[config.mk]
export PLATFORM = sky130hd
export DESIGN_NAME = mux_4_rr_sched
export DESIGN_NICKNAME = d
export VERILOG_FILES = /design/src/rtl/mux_4_rr_sched.sv
export SDC_FILE = /design/constraint.sdc
export NUM_CORES = 1
export LEC_CHECK = 0
export ABC_CLOCK_PERIOD_IN_PS = 1720
export BUFFER_PORTS_ARGS = -buffer_cell sky130_fd_sc_hd__clkbuf_2
export CORE_MARGIN = 4
export CORE_UTILIZATION = 40
export CTS_CLUSTER_SIZE = 20
export DETAILED_ROUTE_END_ITERATION = 7
export PLACE_DENSITY = 0.75
export SYNTH_ARGS = -nofsm -noshare
export SYNTH_HDL_FRONTEND = slang
export SYNTH_SLANG_ARGS = --single-unit
[constraint.sdc]
create_clock -name clk -period 1.72 [get_ports clk]
set_clock_uncertainty 0.15 [all_clocks]
set_input_delay 0 -clock clk [delete_from_list [all_inputs] [get_ports clk]]
set_output_delay 0 -clock clk [all_outputs]
set_load 0.1 [all_outputs]
[src/rtl/mux_4_rr_sched.sv]
// -----------------------------------------------------------------------------
// mux_4_rr_sched
//
// Round-robin scheduler for a 4:1 4-bit channel mux. It arbitrates four request
// lines and drives the mux select from a register, holding each grant for up
// to HOLD accepted beats before rotating to the next requester. The consumer
// of the mux output sees a valid/ack handshake plus a last-beat flag; the data
// itself never passes through this block.
//
// Ports:
//   clk    rising-edge clock
//   rst    asynchronous, active-high reset
//   req    per-channel request, bit i requests channel i
//   ack    downstream accepts the current beat this cycle
//   sel    registered mux select
//   gnt    registered one-hot grant, zero when idle
//   valid  current mux output beat is valid
//   last   current beat is the final beat of this grant
// -----------------------------------------------------------------------------
module mux_4_rr_sched #(
    parameter int HOLD = 4
) (
    input  logic       clk,
    input  logic       rst,
    input  logic [3:0] req,
    input  logic       ack,
    output logic [1:0] sel,
    output logic [3:0] gnt,
    output logic       valid,
    output logic       last
);

    localparam int             CW      = (HOLD > 2) ? $clog2(HOLD) : 1;
    localparam logic [CW-1:0]  CNT_MAX = CW'(HOLD - 1);

    typedef enum logic {
        IDLE  = 1'b0,
        GRANT = 1'b1
    } state_t;

    state_t          state_reg, state_next;
    logic [1:0]      sel_reg,   sel_next;
    logic [1:0]      ptr_reg,   ptr_next;
    logic [3:0]      gnt_reg,   gnt_next;
    logic [CW-1:0]   cnt_reg,   cnt_next;

    // Rotated view of the request vector: cand[k] is the channel examined at
    // scan position k, starting from the round-robin pointer.
    logic [1:0]      cand [4];
    logic [3:0]      hit;
    logic            found;
    logic [1:0]      winner;

    logic            accept;
    logic            rel;

    genvar gi;
    generate
        for (gi = 0; gi < 4; gi++) begin : g_scan
            assign cand[gi] = ptr_reg + 2'(gi);
            assign hit[gi]  = req[cand[gi]];
        end
    endgenerate

    // Lowest scan position with a request wins; iterating from the far end
    // lets the nearest hit overwrite the others.
    always_comb begin
        found  = |hit;
        winner = cand[0];
        for (int i = 3; i >= 0; i--) begin
            if (hit[i]) begin
                winner = cand[i];
            end
        end
    end

    assign valid  = (state_reg == GRANT) & req[sel_reg];
    assign last   = valid & (cnt_reg == CNT_MAX);
    assign accept = valid & ack;
    // Release when the final beat is taken or the owner withdraws its request.
    // Because ptr already points past the owner, the owner is searched last.
    assign rel    = (accept & (cnt_reg == CNT_MAX)) | ~req[sel_reg];

    always_comb begin
        state_next = state_reg;
        sel_next   = sel_reg;
        ptr_next   = ptr_reg;
        gnt_next   = gnt_reg;
        cnt_next   = cnt_reg;

        unique case (state_reg)
            IDLE: begin
                if (found) begin
                    state_next = GRANT;
                    sel_next   = winner;
                    ptr_next   = winner + 2'd1;
                    gnt_next   = 4'b0001 << winner;
                    cnt_next   = '0;
                end
            end
            GRANT: begin
                if (rel) begin
                    if (found) begin
                        // Back-to-back hand-over, no idle cycle in between.
                        sel_next = winner;
                        ptr_next = winner + 2'd1;
                        gnt_next = 4'b0001 << winner;
                        cnt_next = '0;
                    end else begin
                        // sel keeps its value while idle; only the grant drops.
                        state_next = IDLE;
                        gnt_next   = 4'b0000;
                    end
                end else if (accept) begin
                    cnt_next = cnt_reg + CW'(1);
                end
                // Without an accepted beat everything holds: a stalled
                // grant is never revoked for lack of ack.
            end
            default: begin
                state_next = IDLE;
                gnt_next   = 4'b0000;
            end
        endcase
    end

    always_ff @(posedge clk or posedge rst) begin
        if (rst) begin
            state_reg <= IDLE;
            sel_reg   <= 2'd0;
            ptr_reg   <= 2'd0;
            gnt_reg   <= 4'b0000;
            cnt_reg   <= '0;
        end else begin
            state_reg <= state_next;
            sel_reg   <= sel_next;
            ptr_reg   <= ptr_next;
            gnt_reg   <= gnt_next;
            cnt_reg   <= cnt_next;
        end
    end

    assign sel = sel_reg;
    assign gnt = gnt_reg;

endmodule

==> results.py, run 1 <==
metrics = {
    "floorplan": {
        "fp.dieArea_mm2": 0.00244,
        "row_count": 14,
        "ioPinCount": 15,
        "core_region_area_mm2": 0.00156,
        "die_h_um": 49.4,
        "start_util_pct": 44.1,
        "chipWidth_um": 49.4,
    },
    "global_route": {
        "grt_max_degree": 12,
        "grt_pass1_vias": 538,
        "grt_use_met2_pct": 21.4,
        "grt_usage_pct": 12.6,
        "grt_util_met3_pct": 4.59,
        "gr-usage-met1_pct": 15.2,
        "overflow": 0,
        "antenna_found_initial": 0,
        "grt_pass1_wl_mm": 2.37,
        "grt_busiest_layer": "met2",
    },
    "timing": {
        "period_share_pct": 103,
        "fmax_ghz": 0.563,
        "timing.final.max_slew_violations": 0,
        "period_needed_ns": 1.77,
        "relSlewSlack_pct": 63.6,
        "rsz0062_at_grt": "true",
        "finalWorstSetupSlack_ns": -0.0550,
        "report.final.setup_viol": 6,
        "hold_viol_final": 0,
        "tightest_slew_ns": 0.548,
        "fin_tns_setup_ns": -0.128,
    },
    "drt": {
        "wl_mm": 1.38,
        "drc": 0,
        "vias": 533,
        "ant_nets": 0,
        "routedWlPerCell_um": 13.0,
        "drt-initial-drc-count": 13,
        "avgViaCountPerCell": 5.03,
        "first_pass_iters": 4,
    },
    "critical_path": {
        "max_stage_delay_ns": 0.51,
        "crit_slowest_cell": "dfrtp_4",
        "cp_top_family": "flip-flops",
        "critPathLaunchType": "register",
        "crit_chain": "mux2i_2 > o22ai_4 > buf_6 > and2_2 > buf_12",
        "worstSetupPathType": "register to output pin",
        "worstPathMaxFanout": 4,
        "crit_arrival_ns": 1.62,
        "required_ns": 1.57,
        "worst-path-buf-inv": 2,
        "critPathCaptureType": "output pin",
    },
    "clock_network": {
        "htree_num_levels": 1,
        "cts_sinks": 11,
        "clock_latency_ns": 0.27,
        "cts_root_buf": "clkbuf_4",
        "cts_buffer_depth": 2,
        "cts_tree": "yes",
        "cts_buffers": 3,
        "clk_pin_slew_ns": 0.07,
    },
    "hold_path": {
        "min_path_type": "input port to asynchronous set/reset pin",
    },
    "synthesis": {
        "synth_top_family_by_area": "compound AO/OA/AOI/OAI gates",
        "ys.warnings.count": 0,
        "synthesis.nets": 71,
        "synthAdderAreaFrac_pct": 9.11,
        "synth_compound_gate_area_share_pct": 20.9,
        "synth.mux.area_fraction_pct": 12.9,
        "synth_simple_gate_area_share_pct": 12.6,
        "avgSynthCellArea_um2": 11.6,
        "yosys.area_share.xor_xnor_pct": 0,
        "synth_cell_type_count": 23,
        "ys_ff_latch": 11,
        "ys_seq_area_share_pct": 40.1,
        "synth_cells": 59,
        "netlist_area_um2": 687,
    },
    "final_layout": {
        "postLayoutCoreUtil_pct": 62.1,
        "nets": 103,
        "diodes": 0,
        "drive_gt1_share_pct": 44.4,
        "mostFrequentLayoutCell": "clkbuf_2",
        "area_delta_synth_final_pct": 41.0,
        "largest_reg_flops": 4,
        "final_cell_mix": "clkbuf_2 (12), dfrtp_1 (9), inv_1 (8)",
    },
    "place": {
        "gp_congestion": 0.742,
        "io_buffers": 14,
        "hpwl_mm": 1.02,
    },
    "status": {
        "violations": "negative setup slack",
        "status": "finished with violations",
    },
    "job": {
        "cap_violations": 0,
    },
}
[worst min-delay path: cells and delay by family]
kind                   cells  cell delay, ns
buffers and inverters      3            0.94
[synthesized netlist by cell type]
master     number  area share, %
a211o_1         1            1.3
a21oi_1         2            1.5
a21oi_4         1            2.4
a22o_1          4            5.1
and2_2          1            1.1
dfrtp_1        11             40
ha_1            5            9.1
inv_1           8            4.4
mux2_4          3            6.6
mux2i_1         3            4.4
mux2i_2         1            2.0
nand2_1         2            1.1
nand2b_2        1            1.3
nand3b_1        2            2.2
nor2_1          2            1.1
nor2b_1         3            2.7
nor4_4          1            3.1
o211ai_1        1            1.1
o21ai_0         2            1.5
o22ai_1         1           0.91
o22ai_4         1            2.9
o2bb2ai_2       1            2.2
o31ai_1         2            2.2
[logic make-up after synthesis]
family | count (synthesis)
muxes | 7
and+or+nand+nor | 12
AOI/OAI and AO/OA | 16
adders and majority gates | 5
buffers and inverters | 8
DFF | 11
[routing by layer]
metal	vias up	part of all wire, %
met1	245	46
met3	0	5.0
met4	0	0
met5	-	0
li1	275	-
met2	13	49
[worst paths after layout]
check	depth (start not counted)	to	start	slack (ns)
setup / recovery	5	last	sel[1]	-0.05
min in group clk	5	sel[1]	req[3]	0.20
hold reg to reg	1	cnt_reg[0]	cnt_reg[0]	0.34
max in group asynchronous	3	sel[0]	rst	1.01
hold / removal	3	cnt_reg[1]	rst	0.09
setup reg to reg	6	gnt[0]	sel[1]	-0.02
[area by class of cell]
class / count / area, um2
clock buffers: 4 / 26.3
fillers: 117 / 591
inverters: 8 / 30.0
multi-input cells: 40 / 393
flip-flops and latches: 11 / 283
well taps: 16 / 20.0
repair buffers: 27 / 216
[stage by stage]
step	instances	hold slack, ns	area, um2	setup WS (ns)
global route	106	0.149	968	-0.120
global placement	93	-0.161	845	0.0438
detailed placement	93	-0.157	845	-0.00951
CTS	105	0.0990	953	-0.0690
finish	106	0.0882	968	-0.0550
floorplan	59	-0.298	694	-0.601
[what timing repair did]
item                                    in CTS  in global routing
pin swaps                                    1                  1
endpoints found under the hold margin       14                  0
endpoints found under the setup margin       4                 11
resized for setup                            2                  3
hold buffers                                 6                  0
buffers inserted                             2                  1
Power of run 1 is not shown: default switching activity piles up to over one toggle a cycle in this logic, so the estimate is an artifact.
==> run 2: changes to the inputs <==
Settings changed: MAX_ROUTING_LAYER set to met4.
==> results.py, run 2 (synthesized netlist as in run 1, its figures left out) <==
metrics = {
    "status": {
        "status": "finished with violations",
        "violations": "negative setup slack",
    },
    "drt": {
        "avgViaCountPerCell": 5.03,
        "first_pass_iters": 4,
        "drc": 0,
        "ant_nets": 0,
        "routedWlPerCell_um": 13.0,
        "dr.max_layer_used": "met3",
        "drt-initial-drc-count": 12,
        "routed-wl-met3_um": 71,
        "wl_met1_um": 630,
        "wl_mm": 1.38,
        "vias": 533,
        "wl_met2_um": 680,
    },
    "critical_path": {
        "worst-path-buf-inv": 2,
        "crit_chain": "mux2i_2 > o22ai_4 > buf_6 > and2_2 > buf_12",
        "max_stage_delay_ns": 0.51,
        "crit_start": "sel[1]",
        "worstPathMaxFanout": 4,
        "cp_top_family": "flip-flops",
        "r2r_start": "sel[1]",
        "crit_arrival_ns": 1.62,
        "critPathCaptureType": "output pin",
        "crit_slowest_cell": "dfrtp_4",
        "required_ns": 1.57,
        "worstSetupPathType": "register to output pin",
        "critPathLaunchType": "register",
    },
    "timing": {
        "report.final.setup_viol": 6,
        "period_share_pct": 103,
        "fmax_ghz": 0.563,
        "period_needed_ns": 1.77,
        "hold_viol_final": 0,
        "hold_slack_ns": 0.0882,
        "finalWorstSetupSlack_ns": -0.0550,
        "rsz0062_at_grt": "true",
        "relSlewSlack_pct": 63.6,
        "timing.final.max_slew_violations": 0,
        "tightest_slew_ns": 0.548,
    },
    "final_layout": {
        "diodes": 0,
        "final_cell_mix": "clkbuf_2 (12), dfrtp_1 (9), inv_1 (8)",
        "area_delta_synth_final_pct": 41.0,
        "largest_reg_flops": 4,
        "nets": 103,
        "mostFrequentLayoutCell": "clkbuf_2",
        "drive_gt1_share_pct": 44.4,
    },
    "job": {
        "cap_violations": 0,
    },
    "floorplan": {
        "chipWidth_um": 49.4,
        "die_h_um": 49.4,
        "start_util_pct": 44.1,
        "core_region_area_mm2": 0.00156,
        "fp.dieArea_mm2": 0.00244,
        "ioPinCount": 15,
        "row_count": 14,
    },
    "clock_network": {
        "cts_buffer_depth": 2,
        "cts_root_buf": "clkbuf_4",
        "clk_pin_slew_ns": 0.07,
        "cts_tree": "yes",
        "htree_num_levels": 1,
        "cts_buffers": 3,
        "cts_sinks": 11,
        "clock_latency_ns": 0.27,
    },
    "global_route": {
        "grt_pass1_vias": 537,
        "grt_usage_pct": 13.0,
        "antenna_found_initial": 0,
        "overflow": 0,
        "grt_max_degree": 12,
        "grt_pass1_wl_mm": 2.37,
    },
    "hold_path": {
        "min_path_type": "input port to asynchronous set/reset pin",
    },
    "place": {
        "io_buffers": 14,
        "gp_congestion": 0.752,
        "hpwl_mm": 1.02,
    },
}
[run 2: area by class of cell]
| cell class | count | area [um2] |
|---|---|---|
| Clock buffer | 4 | 26.3 |
| Timing Repair Buffer | 27 | 216 |
| Inverter | 8 | 30.0 |
| Fill cell | 117 | 591 |
| Tap cell | 16 | 20.0 |
| Sequential cell | 11 | 283 |
| Multi-Input combinational cell | 40 | 393 |
[run 2: tightest hold or removal path: stages]
cell           delay (ns)
dlygate4sd3_1        0.53
clkbuf_2             0.10
inv_1                0.31
[run 2: per-stage QoR]
stage	util [%]	cell area (um2)	worst slack (ns)	TNS [ns]	instances
floorplan	-	694	-0.601	-5.67	59
global placement	54.2	845	0.0438	0	93
detailed placement	54.2	845	-0.00951	-0.0122	93
CTS	61.2	953	-0.0690	-0.191	105
global route	62.1	968	-0.120	-0.849	106
finish	62.1	968	-0.0550	-0.128	106
[run 2: metal layers]
layer  track usage, %  vias to the layer above
met3             4.59                        0
li1                 -                      275
met2             21.4                       13
met4             2.76                        0
met5                -                        -
met1             15.2                      245
[run 2: final timing paths]
| path | end | slack [ns] | cells past startpoint |
|---|---|---|---|
| worst max-delay path | last | -0.05 | 5 |
| worst min-delay path | cnt_reg[1] | 0.09 | 3 |
| worst max register to register | gnt[0] | -0.02 | 6 |
| worst min register to register | cnt_reg[0] | 0.34 | 1 |
| max in group asynchronous | sel[0] | 1.01 | 3 |
| min in group clk | sel[1] | 0.20 | 5 |
[run 2: repair_timing]
action / CTS / global route
setup endpoints to repair: 4 / 11
setup buffers: 2 / 1
hold endpoints to repair: 14 / 0
gates resized for setup: 2 / 3
pin swaps: 1 / 1
hold buffers: 6 / 0
Power of run 2 is left out for the same reason.
